## src/rtl/gpc231_4_accum_ctrl_pkg.sv

```systemverilog
// Shared types and constants for the gpc231_4 accumulate controller.
// Holds the controller state encoding and the counter's port geometry.
package gpc_pkg;

  localparam int GPC231_IN_W    = 6;
  localparam int GPC231_OUT_W   = 4;
  localparam int GPC231_MAX_SUM = 15;

  typedef enum logic [1:0] {
    ACCUM,
    DRAIN,
    OUTPUT
  } state_e;

endpackage

```

## src/rtl/gpc231_4_accum_ctrl_if.sv

```systemverilog
// Beat-in / result-out handshake bundle of the accumulate controller.
// The master is the beat source and result consumer; the slave is the controller.
interface gpc231_4_accum_ctrl_if #(
  parameter int ACC_W = 8,
  parameter int CNT_W = 8
);

  logic             in_valid;
  logic             in_ready;
  logic             in_last;
  logic             src0;
  logic [2:0]       src1;
  logic [1:0]       src2;
  logic             out_valid;
  logic             out_ready;
  logic [ACC_W-1:0] out_data;
  logic [CNT_W-1:0] out_count;
  logic             out_ovf;

  modport master (
    output in_valid, in_last, src0, src1, src2, out_ready,
    input  in_ready, out_valid, out_data, out_count, out_ovf
  );

  modport slave (
    input  in_valid, in_last, src0, src1, src2, out_ready,
    output in_ready, out_valid, out_data, out_count, out_ovf
  );

endinterface

```

## src/rtl/gpc231_4_accum_ctrl_gpc.sv

```systemverilog
// gpc231_4 generalized parallel counter: one weight-1, three weight-2 and
// two weight-4 bits compressed into a 4-bit sum (0..15).
module gpc231_4
  import gpc_pkg::*;
(
  input  logic                    src0,
  input  logic [2:0]              src1,
  input  logic [1:0]              src2,
  output logic [GPC231_OUT_W-1:0] dst
);

  logic [1:0] pc1;
  logic [1:0] pc2;

  assign pc1 = {1'b0, src1[0]} + {1'b0, src1[1]} + {1'b0, src1[2]};
  assign pc2 = {1'b0, src2[0]} + {1'b0, src2[1]};
  assign dst = {3'b000, src0} + {1'b0, pc1, 1'b0} + {pc2, 2'b00};

endmodule

```

## src/rtl/gpc231_4_accum_ctrl.sv

```systemverilog
// Time-multiplexes one gpc231_4 over a packet of beats: stage 1 registers the
// counter output, stage 2 accumulates, and the FSM hands the total downstream.
module gpc231_4_accum_ctrl
  import gpc_pkg::*;
#(
  parameter int ACC_W = 8,
  parameter int CNT_W = 8
) (
  input  logic                 clk,
  input  logic                 rst,
  gpc231_4_accum_ctrl_if.slave bus
);

  state_e                  state_q, state_d;
  logic                    s1_valid_q, s1_valid_d;
  logic                    s1_last_q, s1_last_d;
  logic [GPC231_OUT_W-1:0] s1_sum_q, s1_sum_d;
  logic [ACC_W-1:0]        acc_q, acc_d;
  logic [CNT_W-1:0]        cnt_q, cnt_d;
  logic                    ovf_q, ovf_d;

  logic [GPC231_OUT_W-1:0] gpc_dst;
  logic [ACC_W:0]          acc_sum;
  logic                    in_ready_c;
  logic                    out_valid_c;
  logic                    accept;
  logic                    consume;

  gpc231_4 u_gpc (
    .src0 (bus.src0),
    .src1 (bus.src1),
    .src2 (bus.src2),
    .dst  (gpc_dst)
  );

  assign accept  = bus.in_valid && in_ready_c;
  assign consume = out_valid_c && bus.out_ready;
  // The extra top bit is the wrap carry that feeds the sticky overflow flag.
  assign acc_sum = {1'b0, acc_q} + (ACC_W + 1)'(s1_sum_q);

  // NOTE: every signal gets its default before the case so no latch is inferred.
  always_comb begin
    state_d     = state_q;
    in_ready_c  = 1'b0;
    out_valid_c = 1'b0;
    case (state_q)
      ACCUM: begin
        in_ready_c = 1'b1;
        if (bus.in_valid && bus.in_last) state_d = DRAIN;
      end
      DRAIN: begin
        if (s1_valid_q && s1_last_q) state_d = OUTPUT;
      end
      OUTPUT: begin
        out_valid_c = 1'b1;
        if (bus.out_ready) state_d = ACCUM;
      end
      default: state_d = ACCUM;
    endcase
  end

  always_comb begin
    s1_valid_d = accept;
    s1_sum_d   = s1_sum_q;
    s1_last_d  = s1_last_q;
    acc_d      = acc_q;
    cnt_d      = cnt_q;
    ovf_d      = ovf_q;
    if (accept) begin
      s1_sum_d  = gpc_dst;
      s1_last_d = bus.in_last;
    end
    if (consume) begin
      acc_d = '0;
      cnt_d = '0;
      ovf_d = 1'b0;
    end else if (s1_valid_q) begin
      acc_d = acc_sum[ACC_W-1:0];
      ovf_d = ovf_q | acc_sum[ACC_W];
      if (cnt_q != '1) cnt_d = cnt_q + CNT_W'(1);
    end
  end

  // NOTE: state uses non-blocking assignments; rst is sampled on the clock edge.
  always_ff @(posedge clk) begin
    if (rst) begin
      state_q    <= ACCUM;
      s1_valid_q <= 1'b0;
      s1_last_q  <= 1'b0;
      s1_sum_q   <= '0;
      acc_q      <= '0;
      cnt_q      <= '0;
      ovf_q      <= 1'b0;
    end else begin
      state_q    <= state_d;
      s1_valid_q <= s1_valid_d;
      s1_last_q  <= s1_last_d;
      s1_sum_q   <= s1_sum_d;
      acc_q      <= acc_d;
      cnt_q      <= cnt_d;
      ovf_q      <= ovf_d;
    end
  end

  assign bus.in_ready  = in_ready_c;
  assign bus.out_valid = out_valid_c;
  assign bus.out_data  = acc_q;
  assign bus.out_count = cnt_q;
  assign bus.out_ovf   = ovf_q;

endmodule

```

## src/flat_wrapper.sv

```systemverilog
// flat-port wrapper written by rule: the top's interface ports become plain ports
module gpc231_4_accum_ctrl_flat import gpc_pkg::*;
#(
  parameter int ACC_W = 8,
  parameter int CNT_W = 8
)
  (clk, rst, bus_in_valid, bus_in_last, bus_src0, bus_src1, bus_src2, bus_out_ready, bus_in_ready, bus_out_valid, bus_out_data, bus_out_count, bus_out_ovf);
  gpc231_4_accum_ctrl_if #(.ACC_W(ACC_W), .CNT_W(CNT_W)) bus_i ();
  input  logic clk;
  input  logic rst;
  input wire logic [$bits(bus_i.in_valid)-1:0] bus_in_valid;
  input wire logic [$bits(bus_i.in_last)-1:0] bus_in_last;
  input wire logic [$bits(bus_i.src0)-1:0] bus_src0;
  input wire logic [$bits(bus_i.src1)-1:0] bus_src1;
  input wire logic [$bits(bus_i.src2)-1:0] bus_src2;
  input wire logic [$bits(bus_i.out_ready)-1:0] bus_out_ready;
  output wire logic [$bits(bus_i.in_ready)-1:0] bus_in_ready;
  output wire logic [$bits(bus_i.out_valid)-1:0] bus_out_valid;
  output wire logic [$bits(bus_i.out_data)-1:0] bus_out_data;
  output wire logic [$bits(bus_i.out_count)-1:0] bus_out_count;
  output wire logic [$bits(bus_i.out_ovf)-1:0] bus_out_ovf;
  assign bus_i.in_valid = bus_in_valid;
  assign bus_i.in_last = bus_in_last;
  assign bus_i.src0 = bus_src0;
  assign bus_i.src1 = bus_src1;
  assign bus_i.src2 = bus_src2;
  assign bus_i.out_ready = bus_out_ready;
  assign bus_in_ready = bus_i.in_ready;
  assign bus_out_valid = bus_i.out_valid;
  assign bus_out_data = bus_i.out_data;
  assign bus_out_count = bus_i.out_count;
  assign bus_out_ovf = bus_i.out_ovf;
  gpc231_4_accum_ctrl #(.ACC_W(ACC_W), .CNT_W(CNT_W)) u_core (.clk(clk), .rst(rst), .bus(bus_i));
endmodule
```

## config.mk

```make
export PLATFORM = sky130hd
export DESIGN_NAME = gpc231_4_accum_ctrl_flat
export DESIGN_NICKNAME = d
export VERILOG_FILES = /design/src/rtl/gpc231_4_accum_ctrl_pkg.sv /design/src/rtl/gpc231_4_accum_ctrl_if.sv /design/src/rtl/gpc231_4_accum_ctrl_gpc.sv /design/src/rtl/gpc231_4_accum_ctrl.sv /design/src/flat_wrapper.sv
export SDC_FILE = /design/constraint.sdc
export NUM_CORES = 1
export LEC_CHECK = 0
export CORE_MARGIN = 2
export CORE_UTILIZATION = 52
export CTS_BUF_LIST = sky130_fd_sc_hd__clkbuf_8
export DETAILED_ROUTE_END_ITERATION = 7
export DONT_BUFFER_PORTS = 1
export GPL_TIMING_DRIVEN = 1
export PLACE_DENSITY = 0.64
export SKIP_CTS_REPAIR_TIMING = 1
export SYNTH_ARGS = -nofsm -noshare
export SYNTH_HDL_FRONTEND = slang
export SYNTH_HIERARCHICAL = 1
export SYNTH_SLANG_ARGS = --single-unit
```

## constraint.sdc

```tcl
create_clock -name clk -period 2.2 [get_ports clk]
set_input_delay 0.22 -clock clk [delete_from_list [all_inputs] [get_ports clk]]
set_output_delay 0.22 -clock clk [all_outputs]
set_load 0.01 [all_outputs]
```

==> results of run 1 <==
[Yosys cell counts, drive strengths merged (3+ instances only)]
cell type and instances:
dfxtp 25, xor2 3, nor2 25, a211oi 3, inv 13, mux2i 7, a21oi 11, nor3 3
buf 4, ha 5, o21ai 3, nand3 3, nand4 4, xnor2 5, nand2 6, fa 3
[metrics by stage]
stage	cell area (um2)	hold WS [ns]	power (W)
2_1_floorplan	1270	0.367	0.000569
3_3_place_gp	1280	0.293	0.000576
3_5_place_dp	1280	0.295	0.000580
4_1_cts	1330	0.000362	0.000854
5_1_grt	1340	0.00162	0.000884
6_report	1340	0.0125	0.000841
[layer usage]
layer	GRT usage	up-vias	routed length (um)	share of wire
li1	-	494	-	-
met1	0.201	454	1030	0.44
met2	0.329	23	1170	0.50
met3	0.0311	2	112	0.048
met4	0.0897	0	16	0.0069
met5	0	-	0	0
[worst paths after layout]
path	start	end
setup / recovery	u_core/bus.out_data[0]	u_core/bus.out_data[6]
hold / removal	rst	u_core/s1_sum_q[1]
setup reg to reg	u_core/bus.out_data[0]	u_core/bus.out_data[6]
hold reg to reg	u_core/s1_last_q	u_core/s1_last_q
[flip-flops by register name, indices dropped and copies added, names as in the netlist]
| name | count |
|---|---|
| u_core/s1_last_q | 1 |
| u_core/s1_sum_q | 4 |
| u_core/state_q | 2 |
| u_core/bus.out_ovf | 1 |
| u_core/bus.out_count | 8 |
| u_core/bus.out_data | 8 |
| u_core/s1_valid_q | 1 |
[cells by family after synthesis]
group / after synthesis
compound gates: 24
flops: 25
fa+ha+maj: 8
buf+inv: 18
simple gates: 54
xor+xnor: 8
mux: 7
[area by class of cell]
cell class	instances	area, um2	area share
multi-input cells	101	689	0.515
clock inverters	1	5.00	0.00374
repair buffers	2	17.5	0.0131
inverters	13	48.8	0.0365
flip-flops and latches	25	500	0.374
clock buffers	3	41.3	0.0309
well taps	28	35.0	0.0262
[report_power, final]
group | switching (W) | leakage, nW | internal [W]
Sequential | 0.0000213 | 0.203 | 0.000468
Combinational | 0.0000448 | 0.310 | 0.0000377
Clock | 0.000143 | 0.0255 | 0.000126
==> metrics.md, run 1 <==
| Metric | Value |
|---|---|
| Critical path buffers and inverters | `1` |
| Final Max Slew Viols | `0` |
| Final Hold Fails | `0` |
| Mean Syn Cell Area | `8.83 um2` |
| Max IR drop VDD | `about 0.00042 V` |
| Grt total ovfl | `0` |
| Worst setup margin | `roughly 0.27 ns` |
| Clock tree buffer depth | `2` |
| Global-route wire length before repair | `around 3.7 mm` |
| PD cells | `629 nW/um2` |
| Slowest stage cell, crit path | `dfxtp_1` |
| Number of nets in the layout | `165` |
| CTS H-Tree Depth | `1` |
| Crit path cell chain | `ha_1, inv_1, fa_1, nand2b_1, a211oi_1, xnor2_1, nor2_1` |
| Hold Crit Depth | `1` |
| Part of the cycle the worst path needs | `0.875` |
| N_diodes | `0` |
| Synthesized area | `between 1000 and 1500 um2` |
| Setup TNS | `0 ns` |
| Setup violators final | `0` |
| Critical Path RT | `2.37 ns` |
| Post-synthesis adder-cell area fraction | `0.0965` |
| Post-synthesis simple-gate area fraction | `0.220` |
| Synth Area in XOR/XNOR | `0.0551` |
| Largest net degree at the start of global routing | `17` |
| Clock Skews | `0.00249 ns` |
| RePlAce Congestion | `between 0.7 and 0.8` |
| Top post-synthesis cells by area | `dfxtp_1 39%, nor2_1 7.4%, mux2i_1 5.5%, ha_1 4.9%, fa_1 4.7%` |
| GRT Total Usage | `0.182` |
| Antenna Nets Post-Route | `0` |
| Ys async rst share | `0` |
| Sinks on Clock Net | `25` |
| Ys flop type | `dfxtp_1` |
| Hold Crit Class | `in2reg` |
| Vias in the first global route | `880` |
| Clk root buf | `clkbuf_8` |
| 1st-pass router iterations | `4` |
| Routed len/inst | `~13 um` |
| Critical path's top delay family | `adder cells` |
| DRC viols | `0` |
| Main combinational cell family by area after synthesis | `simple AND/OR/NAND/NOR gates` |
| Via count | `about 970` |
| Leak | `roughly 0.54 nW` |
| Yosys reg bits | `25` |
| Starting Density | `0.564` |
| Max Cap Violations | `0` |
| Final worst path period need | `a little under 2 ns` |
| Routed vias/inst | `between 5 and 6` |
| Routed wire length | `~2.3 mm` |
| Later-pin clock latency in the skew report | `between 0.2 and 0.3 ns` |
| Worst EP arrival | `2.09 ns` |
| Initial antenna violation count | `0` |
| Number of synthesized flops with an enable pin | `0` |
| R2R depth | `7` |
| Die ar. | `about 2900 um2` |
| Synth top area share | `0.394` |
| Outcome | `finished clean` |
| Core Rows | `17` |
| Num CTS Buffers | `3` |
| Post-synth cell types | `37` |
| Compound-cell area share of the yosys netlist | `0.115` |
| Utilization of the core after routing | `0.593` |
| Placed cells | `about 170` |
| Critical path launch point type | `flip-flop` |
| DR iter-0 viols | `12` |
| Critical setup path kind | `reg2reg` |
| YS warnings | `6` |
| Area leader, netlist | `dfxtp_1` |
| Crit. End Element | `flip-flop` |
| Max frequency | `a little over 500 MHz` |
| Ports | `30` |
| Die Wd | `around 53 um` |
| Slew @ Worst Pin | `around 0.58 ns` |
| CORE AREA | `2250 um2` |
| Worst slack, placed | `about 0.3 ns` |
| Seq/Total Area, Yosys | `0.394` |
| Critical path depth | `7` |
| Mux share of post-synthesis cell area | `0.0551` |
| Most frequent cells in the layout | `25 x nor2_1, 25 x dfxtp_1, 13 x inv_1` |
| R2R Setup Slk | `between 0.2 and 0.3 ns` |
| Worst Path Max Fanout | `3` |
| Clock-pin slew on the worst setup and hold paths | `0.09 ns` |
| Hpwl dp | `between 1.5 and 2 mm` |
| RSZ-0062 raised after global routing | `no` |
| Die Y | `about 53 um` |
| Post-Syn Nets | `around 160` |
| Synthesis-to-finish area growth | `5.22%` |
| Share of layout cells above drive strength 1 | `0.0552` |
| IO Port Bufs | `0` |
| Final instance count without filler cells | `approximately 170` |
| CP max stage delay | `0.42 ns` |
| Slew headroom | `0.610` |
| Gate Count Post-Synth | `~140` |
| CTS tree | `yes` |
| FILL cells | `222` |
(Power assumes the default switching activity.)
==> inputs of run 2 (changes only) <==
Settings changed: ABC_AREA set to 1.
==> metrics.md, run 2 <==
| Metric | Value |
|---|---|
| Switch share | `0.281 (was 0.248)` |
| Final worst path period need | `1.78 ns (was 1.93 ns)` |
| Synthesized area | `1400 um2 (was 1270 um2)` |
| Worst slack, placed | `0.476 ns (was 0.292 ns)` |
| Post-Syn Nets | `222 (was 163)` |
| NetSw | `0.000253 W (was 0.000209 W)` |
| Yosys reg bits | `25 (unchanged)` |
| Critical Path RT | `2.41 ns (was 2.37 ns)` |
| Via count | `1167 (was 973)` |
| Ys async rst share | `0 (unchanged)` |
| Clock-pin slew on the worst setup and hold paths | `0.09 ns (about the same)` |
| Seq/Total Area, Yosys | `0.358 (was 0.394)` |
| Routed len/inst | `11.6 um (was 13.5 um)` |
| Routed vias/inst | `4.92 (was 5.62)` |
| 1st-pass router iterations | `4 (unchanged)` |
| Final instance count without filler cells | `237 (was 173)` |
| RSZ-0062 raised after global routing | `no (unchanged)` |
| Leak | `0.690 nW (was 0.539 nW)` |
| CORE AREA | `2520 um2 (was 2250 um2)` |
| IO Port Bufs | `0 (unchanged)` |
| Largest net degree at the start of global routing | `16 (was 17)` |
| Setup TNS | `0 ns (unchanged)` |
| Outcome | `finished clean (unchanged)` |
| Final hold slack | `0.0115 ns (was 0.0125 ns)` |
| DRC viols | `0 (unchanged)` |
| Synthesis-to-finish area growth | `6.53% (was 5.22%)` |
| Grt total ovfl | `0 (unchanged)` |
| Max frequency | `563 MHz (was 519 MHz)` |
| Share of layout cells above drive strength 1 | `0.0821 (was 0.0552)` |
| PD cells | `602 nW/um2 (was 629 nW/um2)` |
| GRT Total Usage | `0.185 (was 0.182)` |
| Max Cap Violations | `0 (unchanged)` |
| Number of nets in the layout | `227 (was 165)` |
| Count leader, synth | `nand2_1` |
| Synth top cells by count | `52 x nand2_1, 40 x inv_1, 25 x dfxtp_1, 23 x nor2_1, 11 x a21oi_1 (was 25 x dfxtp_1, 25 x nor2_1, 13 x inv_1, 11 x a21oi_1, 7 x mux2i_1)` |
| Worst Path Max Fanout | `3 (unchanged)` |
| Most frequent cells in the layout | `52 x nand2_1, 40 x inv_1, 25 x dfxtp_1 (was 25 x nor2_1, 25 x dfxtp_1, 13 x inv_1)` |
| Ys flop type | `dfxtp_1 (unchanged)` |
| Comb power frac | `0.138 (was 0.098)` |
| Number of synthesized flops with an enable pin | `0 (unchanged)` |
| Part of the cycle the worst path needs | `0.807 (was 0.875)` |
| Reg power frac | `0.550 (was 0.582)` |
| Commonest non-fill, non-tap cell in the layout | `nand2_1` |
| Antenna Nets Post-Route | `0 (unchanged)` |
| Slew headroom | `0.786 (was 0.610)` |
| Mean Syn Cell Area | `6.89 um2 (was 8.83 um2)` |
| Area leader, netlist | `dfxtp_1 (unchanged)` |
| Final Max Slew Viols | `0 (unchanged)` |
| Critical setup path kind | `reg2reg (unchanged)` |
| CTS H-Tree Depth | `1 (unchanged)` |
| Critical path launch point type | `flip-flop (unchanged)` |
| FILL cells | `253 (was 222)` |
| DR iter-0 viols | `32 (was 12)` |
| Max IR drop VDD | `0.000419 V (was 0.000422 V)` |
| Hpwl dp | `2.09 mm (was 1.73 mm)` |
| Final Hold Fails | `0 (unchanged)` |
| Global-route wire length before repair | `4.63 mm (was 3.73 mm)` |
| Sinks on Clock Net | `25 (unchanged)` |
| Worst setup margin | `0.425 ns (was 0.274 ns)` |
| Later-pin clock latency in the skew report | `0.27 ns (was 0.26 ns)` |
| Die Y | `55.9 um (was 53.4 um)` |
| Die ar. | `3120 um2 (was 2860 um2)` |
| Internal | `0.000645 W (was 0.000633 W)` |
| N_diodes | `0 (unchanged)` |
| Core Rows | `18 (was 17)` |
| CTS tree | `yes (unchanged)` |
| Placed cells | `232 (was 168)` |
| Hold Crit Class | `in2reg (unchanged)` |
| Clk root buf | `clkbuf_8 (unchanged)` |
| DP Area | `1430 um2 (was 1280 um2)` |
| Die Wd | `55.9 um (was 53.4 um)` |
| Setup violators final | `0 (unchanged)` |
| Initial antenna violation count | `0 (unchanged)` |
| R2R depth | `8 (was 7)` |
| Vias in the first global route | `1087 (was 880)` |
| Synth top area share | `0.358 (was 0.394)` |
| RePlAce Congestion | `0.887 (was 0.713)` |
| Worst EP arrival | `1.99 ns (was 2.09 ns)` |
| Num CTS Buffers | `3 (unchanged)` |
| Top post-synthesis cells by area | `dfxtp_1 36%, nand2_1 14%, inv_1 11%, nor2_1 6.2%, ha_1 4.5% (was dfxtp_1 39%, nor2_1 7.4%, mux2i_1 5.5%, ha_1 4.9%, fa_1 4.7%)` |
| Clock tree buffer depth | `2 (unchanged)` |
| Ports | `30 (unchanged)` |
| Fin area | `1490 um2 (was 1340 um2)` |
| Hold Crit Depth | `1 (unchanged)` |
| Gate Count Post-Synth | `203 (was 144)` |
| Slew @ Worst Pin | `0.319 ns (was 0.582 ns)` |
| Routed wire length | `2.74 mm (was 2.33 mm)` |
| Post-synth cell types | `24 (was 37)` |
| YS warnings | `6 (unchanged)` |
| Clock Skews | `0.00431 ns (was 0.00249 ns)` |
| Crit. End Element | `flip-flop (unchanged)` |
| Starting Density | `0.555 (was 0.564)` |
| Clock power share | `0.312 (was 0.320)` |
[run 2: cell count changes after synthesis, moves of 4 or more]
cell,previous run,this run
nand2_1,6,52
inv_1,13,40
mux2i_1,7,0
a21oi_2,0,6
nand3_1,3,9
xnor2_1,5,0
o21ai_0,3,7
[run 2: power by group through the flow]
stage                     clock network, W  logic [W]  registers, W
after floorplan                          0  0.0000981      0.000502
after global placement                   0   0.000119      0.000504
after detailed placement                 0   0.000121      0.000505
after CTS                         0.000286   0.000122      0.000494
after global routing              0.000300   0.000143      0.000497
final                             0.000280   0.000124      0.000494
[run 2: metal layers]
metal | GRT usage | vias to the layer above | part of all wire
met5 | 0 | - | 0
met2 | 0.308 | 25 | 0.45
li1 | - | 630 | -
met4 | 0.0714 | 0 | 0.016
met1 | 0.239 | 507 | 0.49
met3 | 0.0326 | 5 | 0.043
[run 2: worst paths after layout]
path / from / slack (ns) / endpoint
setup reg to reg: u_core/bus.out_data[0] / 0.42 / u_core/bus.out_ovf
hold / removal: rst / 0.01 / u_core/state_q[1]
setup / recovery: u_core/bus.out_data[0] / 0.42 / u_core/bus.out_ovf
hold reg to reg: u_core/s1_last_q / 0.48 / u_core/s1_last_q
[run 2: kinds of logic (layout without fill, tap and decap cells)]
family / Yosys count / in the layout / share of synthesized area
DFF: 25 / 25 / 0.358
AOI/OAI and AO/OA: 27 / 27 / 0.116
adders and majority gates: 8 / 8 / 0.0877
buffers and inverters: 44 / 48 / 0.124
and+or+nand+nor: 95 / 95 / 0.289
xor gates and xnor gates: 4 / 4 / 0.0250
[run 2: per-stage QoR]
stage | total power [W] | utilization
after floorplan | 0.000600 | -
after global placement | 0.000623 | 0.567
after detailed placement | 0.000626 | 0.567
after CTS | 0.000902 | 0.587
after global routing | 0.000941 | 0.591
final | 0.000898 | 0.591
[run 2: critical path, cell delays in order (launching register included)]
cell and delay, ns:
dfxtp_1 0.42, ha_1 0.23, inv_1 0.06, fa_1 0.42, nor2_1 0.12, nor2_1 0.06, nor3_1 0.21, nand2_1 0.08
a21oi_1 0.12
[run 2: layout make-up]
class,count,area (um2),share of cell area
Clock inverter,1,7.51,0.00504
Multi-Input combinational cell,134,724,0.486
Tap cell,30,37.5,0.0252
Clock buffer,3,41.3,0.0277
Timing Repair Buffer,3,25.0,0.0168
Sequential cell,25,500,0.336
Inverter,41,154,0.103
